<file path="src/rtl/clock_mode_sequencer.sv">
// clock_mode_sequencer
// Drives MMCM preset changes: selects the preset, pulses the MMCM reset, waits
// for a synchronized lock and releases the downstream domain only after the
// new clock has stayed locked for POST_LOCK_CYCLES. Brings up DEFAULT_MODE
// after reset and re-locks automatically if lock drops while running.
module clock_mode_sequencer #(
    parameter int NUM_MODES        = 7,
    parameter int DEFAULT_MODE     = 0,
    parameter int MMCM_RST_CYCLES  = 4,
    parameter int LOCK_TIMEOUT     = 65535,
    parameter int POST_LOCK_CYCLES = 256
) (
    input  logic       clk,
    input  logic       rst_n,
    input  logic       req_valid,
    input  logic [2:0] req_sel,
    output logic       req_ready,
    input  logic       mmcm_locked,
    output logic       mmcm_rst,
    output logic [2:0] cfg_sel,
    output logic       cfg_load,
    output logic       domain_rst_n,
    output logic       busy,
    output logic       done,
    output logic       err_timeout,
    output logic       err_invalid,
    output logic       lock_lost
);

    // One counter serves the reset, lock-wait and hold phases.
    localparam int MAX_AB  = (LOCK_TIMEOUT > POST_LOCK_CYCLES) ? LOCK_TIMEOUT : POST_LOCK_CYCLES;
    localparam int MAX_CNT = (MAX_AB > MMCM_RST_CYCLES) ? MAX_AB : MMCM_RST_CYCLES;
    localparam int CNT_W   = $clog2(MAX_CNT + 1);

    localparam logic [CNT_W-1:0] CNT_ZERO  = CNT_W'(0);
    localparam logic [CNT_W-1:0] CNT_ONE   = CNT_W'(1);
    localparam logic [CNT_W-1:0] RST_LAST  = CNT_W'(MMCM_RST_CYCLES - 1);
    localparam logic [CNT_W-1:0] TO_LAST   = CNT_W'(LOCK_TIMEOUT - 1);
    localparam logic [CNT_W-1:0] HOLD_LAST = CNT_W'(POST_LOCK_CYCLES - 1);
    localparam logic [2:0]       DEF_SEL   = 3'(DEFAULT_MODE);

    if (MMCM_RST_CYCLES < 3) begin : g_rst_cycles_check
        $error("MMCM_RST_CYCLES must be at least 3");
    end

    typedef enum logic [2:0] {
        ST_IDLE      = 3'd0,
        ST_LOAD      = 3'd1,
        ST_MMCM_RST  = 3'd2,
        ST_WAIT_LOCK = 3'd3,
        ST_HOLD      = 3'd4
    } state_t;

    state_t           state_r, next_state_s;
    logic [CNT_W-1:0] cnt_r;
    logic             sync1_r, locked_sync_r;

    logic       req_ready_r, mmcm_rst_r, cfg_load_r, domain_rst_n_r, busy_r;
    logic       done_r, err_timeout_r, err_invalid_r, lock_lost_r;
    logic [2:0] cfg_sel_r;

    logic       req_ready_s, mmcm_rst_s, cfg_load_s, domain_rst_n_s, busy_s;
    logic       done_s, err_timeout_s, err_invalid_s, lock_lost_s;
    logic [2:0] cfg_sel_s;

    logic lock_loss_s, accept_s, sel_ok_s, accept_ok_s, timeout_s, hold_done_s;

    // Lock loss only matters once the domain is running; it pre-empts requests.
    assign lock_loss_s = (state_r == ST_IDLE) && domain_rst_n_r && !locked_sync_r;
    assign accept_s    = (state_r == ST_IDLE) && req_ready_r && req_valid && !lock_loss_s;
    assign sel_ok_s    = ({29'd0, req_sel} < 32'(NUM_MODES));
    assign accept_ok_s = accept_s && sel_ok_s;
    assign timeout_s   = (state_r == ST_WAIT_LOCK) && !locked_sync_r && (cnt_r == TO_LAST);
    assign hold_done_s = (state_r == ST_HOLD) && locked_sync_r && (cnt_r == HOLD_LAST);

    // Two-flop synchronizer for the asynchronous MMCM lock.
    always_ff @(posedge clk) begin
        if (!rst_n) begin
            sync1_r       <= 1'b0;
            locked_sync_r <= 1'b0;
        end else begin
            sync1_r       <= mmcm_locked;
            locked_sync_r <= sync1_r;
        end
    end

    // State register; reset lands in LOAD so bring-up reuses the switch path.
    always_ff @(posedge clk) begin
        if (!rst_n) begin
            state_r <= ST_LOAD;
        end else begin
            state_r <= next_state_s;
        end
    end

    // Next-state decode.
    always_comb begin
        next_state_s = state_r;
        case (state_r)
            ST_IDLE: begin
                if (lock_loss_s) begin
                    next_state_s = ST_MMCM_RST;
                end else if (accept_ok_s) begin
                    next_state_s = ST_LOAD;
                end else begin
                    next_state_s = ST_IDLE;
                end
            end
            ST_LOAD: begin
                next_state_s = ST_MMCM_RST;
            end
            ST_MMCM_RST: begin
                if (cnt_r == RST_LAST) begin
                    next_state_s = ST_WAIT_LOCK;
                end else begin
                    next_state_s = ST_MMCM_RST;
                end
            end
            ST_WAIT_LOCK: begin
                if (locked_sync_r) begin
                    next_state_s = ST_HOLD;
                end else if (timeout_s) begin
                    next_state_s = ST_IDLE;
                end else begin
                    next_state_s = ST_WAIT_LOCK;
                end
            end
            ST_HOLD: begin
                if (!locked_sync_r) begin
                    next_state_s = ST_MMCM_RST;
                end else if (hold_done_s) begin
                    next_state_s = ST_IDLE;
                end else begin
                    next_state_s = ST_HOLD;
                end
            end
            default: begin
                next_state_s = ST_LOAD;
            end
        endcase
    end

    // Phase counter: restarts on every state change, counts in timed states.
    always_ff @(posedge clk) begin
        if (!rst_n) begin
            cnt_r <= CNT_ZERO;
        end else if (next_state_s != state_r) begin
            cnt_r <= CNT_ZERO;
        end else if ((state_r == ST_MMCM_RST) || (state_r == ST_WAIT_LOCK) || (state_r == ST_HOLD)) begin
            cnt_r <= cnt_r + CNT_ONE;
        end else begin
            cnt_r <= CNT_ZERO;
        end
    end

    // Output decode from the upcoming state so registered outputs line up with it.
    always_comb begin
        // req_ready rises one cycle after IDLE entry, so done/timeout land first.
        req_ready_s   = (state_r == ST_IDLE) && (next_state_s == ST_IDLE);
        busy_s        = (next_state_s != ST_IDLE);
        mmcm_rst_s    = (next_state_s == ST_LOAD) || (next_state_s == ST_MMCM_RST);
        cfg_load_s    = (next_state_s == ST_LOAD);
        done_s        = hold_done_s;
        err_invalid_s = accept_s && !sel_ok_s;

        if (accept_ok_s) begin
            cfg_sel_s = req_sel;
        end else begin
            cfg_sel_s = cfg_sel_r;
        end

        if (next_state_s == ST_IDLE) begin
            domain_rst_n_s = hold_done_s ? 1'b1 : domain_rst_n_r;
        end else begin
            domain_rst_n_s = 1'b0;
        end

        if (timeout_s) begin
            err_timeout_s = 1'b1;
        end else if (accept_ok_s) begin
            err_timeout_s = 1'b0;
        end else begin
            err_timeout_s = err_timeout_r;
        end

        if (lock_loss_s) begin
            lock_lost_s = 1'b1;
        end else if (accept_ok_s) begin
            lock_lost_s = 1'b0;
        end else begin
            lock_lost_s = lock_lost_r;
        end
    end

    // Output registers.
    always_ff @(posedge clk) begin
        if (!rst_n) begin
            req_ready_r    <= 1'b0;
            mmcm_rst_r     <= 1'b1;
            cfg_sel_r      <= DEF_SEL;
            cfg_load_r     <= 1'b0;
            domain_rst_n_r <= 1'b0;
            busy_r         <= 1'b1;
            done_r         <= 1'b0;
            err_timeout_r  <= 1'b0;
            err_invalid_r  <= 1'b0;
            lock_lost_r    <= 1'b0;
        end else begin
            req_ready_r    <= req_ready_s;
            mmcm_rst_r     <= mmcm_rst_s;
            cfg_sel_r      <= cfg_sel_s;
            cfg_load_r     <= cfg_load_s;
            domain_rst_n_r <= domain_rst_n_s;
            busy_r         <= busy_s;
            done_r         <= done_s;
            err_timeout_r  <= err_timeout_s;
            err_invalid_r  <= err_invalid_s;
            lock_lost_r    <= lock_lost_s;
        end
    end

    assign req_ready    = req_ready_r;
    assign mmcm_rst     = mmcm_rst_r;
    assign cfg_sel      = cfg_sel_r;
    assign cfg_load     = cfg_load_r;
    assign domain_rst_n = domain_rst_n_r;
    assign busy         = busy_r;
    assign done         = done_r;
    assign err_timeout  = err_timeout_r;
    assign err_invalid  = err_invalid_r;
    assign lock_lost    = lock_lost_r;

endmodule

</file>
<file path="config.mk">
export PLATFORM = sky130hd
export DESIGN_NAME = clock_mode_sequencer
export DESIGN_NICKNAME = d
export VERILOG_FILES = /design/src/rtl/clock_mode_sequencer.sv
export SDC_FILE = /design/constraint.sdc
export NUM_CORES = 1
export LEC_CHECK = 0
export ABC_CLOCK_PERIOD_IN_PS = 3000
export CAP_MARGIN = 20
export CORE_MARGIN = 10
export CORE_UTILIZATION = 50
export CTS_CLUSTER_SIZE = 8
export DETAILED_ROUTE_END_ITERATION = 16
export PLACE_DENSITY = 0.73
export SLEW_MARGIN = 20
export SYNTH_ARGS = -nofsm -noshare
export SYNTH_HDL_FRONTEND = slang
export SYNTH_SLANG_ARGS = --single-unit
</file>
<file path="constraint.sdc">
create_clock -name clk -period 3 [get_ports clk]
set_input_delay 0.45 -clock clk [delete_from_list [all_inputs] [get_ports clk]]
set_output_delay 0.45 -clock clk [all_outputs]
set_load 0.1 [all_outputs]
</file>
Word-level counts from Yosys, hierarchy flattened
Index checks and enable logic that the tools add are counted.
{ "word_totals": {"output_inout_bits": 12, "ff_bits": 33, "elab_cells": 64} }
{ "classes": {"n_addsub": 1, "eq_ne": 10, "reduce_logical": 25, "muxes": 11, "order_cmp": 1, "bitwise_logic": 2} }
{ "ops": {"columns": ["operator", "count"], "rows": [
  ["$add 16x1->16 const B", 1],
  ["$eq 16x16->1 const B", 1],
  ["$eq 16x2->1 const B", 1],
  ["$eq 16x8->1 const B", 1],
  ["$pmux 3 s5", 1],
  ["$logic_and 1x1->1", 12],
  ["$eq 3x2->1 const B", 3],
  ["$mux 3", 3],
  ["$eq 3x1->1 const B", 2],
  ["$logic_not 3->1", 2],
  ["$mux 1", 5],
  ["$mux 2", 2],
  ["$reduce_bool 2->1", 2],
  ["$eq 3x3->1 const B", 1],
  ["$logic_not 1->1", 3],
  ["$logic_or 1x1->1", 3],
  ["$lt 3x3->1 const B", 1],
  ["$ne 3x3->1", 1],
  ["$reduce_bool 3->1", 1],
  ["$reduce_or 3->1", 1],
  ["$not 1->1", 2],
  ["$reduce_and 2->1", 1]
]} }

Depth between registers and ports, before layout
{ "logic_depth": {"depth_word": 11, "mapped_depth": 8} }

Worst setup path before layout
Ideal clock, no wire load.
{ "synth_timing": {"path_kind": "reg2reg", "startpoint": "reg domain_rst_n_r (netlist: domain_rst_n)", "endpoint": "reg busy_r (netlist: busy)", "path_stages_with_launch": 6, "arrival_time_ps": 2156, "setup_time_ps": 124, "setup_slack_ps": 720, "required_time_ps": 2876, "path_buffers": 0, "path_cell_list": "dfxtp_1 > nand2b_1 > a41oi_1 > o211ai_1 > or4_4 > nand2b_1"} }
{ "synth_between": {"elab_chain_len": 9} }
{ "synth_lines": {"columns": ["element", "line_no", "text"], "rows": [
  ["start: declaration", "58", "logic req_ready_r, mmcm_rst_r, cfg_load_r, domain_rst_n_r, busy_r;"],
  ["start signal: assignment", "213", "domain_rst_n_r <= domain_rst_n_s;"],
  ["$logic_and 1x1->1 * (2 in series)", "69", "assign lock_loss_s = (state_r == ST_IDLE) && domain_rst_n_r && !locked_sync_r;"],
  ["$logic_not 1->1", "70", "assign accept_s = (state_r == ST_IDLE) && req_ready_r && req_valid && !lock_loss_s;"],
  ["$logic_and 1x1->1", "70", null],
  ["$logic_and 1x1->1", "72", "assign accept_ok_s = accept_s && sel_ok_s;"],
  ["$mux 1", "103", "end else if (accept_ok_s) begin"],
  ["$mux 2 *", "101", "if (lock_loss_s) begin"],
  ["$pmux 3 s5 *", "99", "case (state_r)"],
  ["$reduce_bool 3->1 *", "160", "busy_s = (next_state_s != ST_IDLE);"],
  ["end signal: assignment", "214", "busy_r <= busy_s;"],
  ["end: declaration", "58", null]
]} }
Mark *: on every way between the ends. The rest lies on a longest branch, timed or not.
A chain may end at the register's enable or synchronous reset.

Worst setup path after layout
{ "layout_timing": {"startpoint": "reg state_r[0]", "endpoint": "reg busy_r (netlist: busy)"} }
{ "layout_between": {"elab_chain_len": 10, "elab_cells_between_ends": 24} }
{ "layout_lines": {"columns": ["element", "line_no", "text"], "rows": [
  ["start: declaration", "54", "state_t state_r, next_state_s;"],
  ["start signal: assignment", "92", "state_r <= next_state_s;"],
  ["$logic_not 3->1", "69, 70, 99", null],
  ["$logic_and 1x1->1 (2 in series)", "69", null],
  ["$logic_not 1->1", "70", null],
  ["$logic_and 1x1->1", "70", null],
  ["$logic_and 1x1->1", "72", null],
  ["$mux 1", "103", null],
  ["$mux 2", "101", null],
  ["$pmux 3 s5 *", "99", null],
  ["$reduce_bool 3->1 *", "160", null]
]} }
Marks and branches as above.

==> flow_summary.json <==
{
  "status": "finished clean",
  "port_buffers": 18,
  "synth_fp_nets": 179,
  "synth_edf_count": 0,
  "boundaryPins": 19,
  "placed_cell_area_sq_um": 1745,
  "viasPerCell": 5.316,
  "nets": 199,
  "via_count": 1244,
  "layout-drive-gt1-share_pct": 21.05,
  "hold_class": "flip-flop to flip-flop",
  "grt_pass1_vias": 1210,
  "wl_per_cell_um": 14.09,
  "final_common_cell": "dfxtp_1",
  "ys_seq_elements": 33,
  "grt_first_pass_wirelength_um": 5789,
  "htreeDepth": 2,
  "setup_violations": 0,
  "ys_types": 48,
  "drc": 0,
  "cts.sinks": 33,
  "area_growth_syn_to_layout_pct": 13.58,
  "cp.arrival_ns": 2.39,
  "fill_cells": 274,
  "finalHoldViolCount": 0,
  "initial_core_util_pct": 51.93,
  "cts_root_buffer": "clkbuf_4",
  "cts_setup_buffers": 0,
  "grt_overflow": 0,
  "largest_register_ffs": 16,
  "final_cell_area_sq_um": 1800,
  "routed_wl_um": 3296,
  "die-area_sq_um": 5822,
  "syn_area_sq_um": 1585,
  "worstPathRequired_ns": 3.22,
  "yosysWarningCount": 0,
  "p_leak_nw": 0.6520,
  "p_total_uw": 828.4,
  "layout_common_cells": "dfxtp_1 (33), nor2_1 (26), buf_4 (12)",
  "row_count": 20,
  "power.density_nw_per_um2": 460.1,
  "dr.pass1.iters": 4,
  "drt_iter0_markers": 71,
  "grt_use_total_pct": 12.08,
  "worst_clock_skew_ns": 0.007367,
  "clk_latency_ns": 0.33,
  "coreArea_sq_um": 3053,
  "clock_path_buffers": 2,
  "cts_resized": 0,
  "synthCells": 170,
  "num_antenna_cells": 0,
  "post-dp-hpwl_um": 2503,
  "tightest_slew_ns": 0.5459,
  "async_flop_share_pct": 0,
  "seq_area_frac_synth_pct": 41.67,
  "vdd_drop_max_mv": 0.3510,
  "ctsHoldBuffers": 0,
  "setup_tns_ns": 0,
  "max_cap_violations": 0,
  "clk_pin_slew_ns": 0.10,
  "fin_crit_sh_pct": 72.61,
  "synthFlopType": "dfxtp_1",
  "die-height_um": 76.31,
  "slew_headroom_pct": 63.56,
  "grt_max_degree": 17,
  "cts_buffers": 5,
  "tritoncts": "built",
  "startpoint_type": "flip-flop",
  "antenna_found_initial": 0,
  "slew_viol_final": 0,
  "endpoint_kind": "flip-flop",
  "largest_register": "cnt_r",
  "antenna_left": 0,
  "max_freq_mhz": 459.1,
  "gp_congestion": 0.9052,
  "crit_path_max_fanout": 15,
  "rsz0062_at_grt": "false",
  "syn-mean-instance-area_sq_um": 9.325,
  "die_w_um": 76.31,
  "period_minus_slack_ns": 2.178,
  "path_class": "flip-flop to flip-flop"
}
[layout make-up]
type / count / area (sq um) / share of cell area, %
clock buffers: 7 / 55.05 / 3.058
flip-flops and latches: 33 / 660.6 / 36.69
inverters: 7 / 26.28 / 1.459
repair buffers: 18 / 150.1 / 8.339
well taps: 44 / 55.05 / 3.058
multi-input cells: 125 / 853.3 / 47.39
[through the flow]
step                utilization [%]  cells  hold WS (ns)  setup slack [ns]
floorplan                         -    170        0.4119            0.7202
global placement              57.17    227        0.4142            0.6612
detailed placement            57.17    227        0.4385            0.5818
CTS                           58.98    234        0.4601            0.8383
global route                  58.98    234        0.4910            0.6500
finish                        58.98    234        0.4526            0.8217
[cells in the mapped netlist, types with 3 or more instances]
cell type | count | area share (%)
nor3_1 | 8 | 2.5
nand4_1 | 5 | 2.0
nor2_1 | 26 | 6.2
nand2_1 | 10 | 2.4
inv_1 | 7 | 1.7
nand3_1 | 10 | 3.2
nand2b_1 | 4 | 1.6
dfxtp_1 | 33 | 42
xor2_1 | 5 | 2.8
o221a_2 | 3 | 2.1
buf_6 | 3 | 2.1
xnor2_1 | 9 | 5.0
[final timing paths]
| check | end | slack, ns | cells after the start | start |
|---|---|---|---|---|
| setup / recovery | busy | 0.82 | 5 | state_r[0] |
| hold / removal | locked_sync_r | 0.45 | 1 | sync1_r |
| setup reg to reg | busy | 0.82 | 5 | state_r[0] |
| hold reg to reg | locked_sync_r | 0.45 | 1 | sync1_r |
[where the power goes]
| group | leakage, nW | total [mW] | switching (mW) | internal, mW |
|---|---|---|---|---|
| Clock | 0.0314 | 0.252 | 0.141 | 0.111 |
| Combinational | 0.353 | 0.113 | 0.0753 | 0.0380 |
| Sequential | 0.267 | 0.463 | 0.0149 | 0.448 |
| Total | 0.652 | 0.828 | 0.232 | 0.597 |
[critical path, cell delays in order, from the launching register on]
cell,delay (ns)
dfxtp_1,0.68
nor3_1,0.16
a41oi_1,0.45
o211ai_1,0.15
or4_4,0.46
nand2b_1,0.15
[metal layers]
metal  part of all wire (%)  vias up  GRT usage [%]
li1                       -      641              -
met2                     48       20          19.30
met4                    1.2        0          3.346
met5                      0        -              0
met1                     47      577          14.79
met3                    4.3        6          4.481
[cell families (layout without fill, tap and decap cells)]
| family | Yosys count | in the layout | share of synthesized area, % |
|---|---|---|---|
| buf+inv | 12 | 32 | 4.499 |
| xor+xnor | 14 | 14 | 7.735 |
| compound gates | 20 | 20 | 10.97 |
| simple gates | 89 | 89 | 33.54 |
| flops | 33 | 33 | 41.67 |
| fa+ha+maj | 2 | 2 | 1.578 |
(Power assumes the default switching activity.)
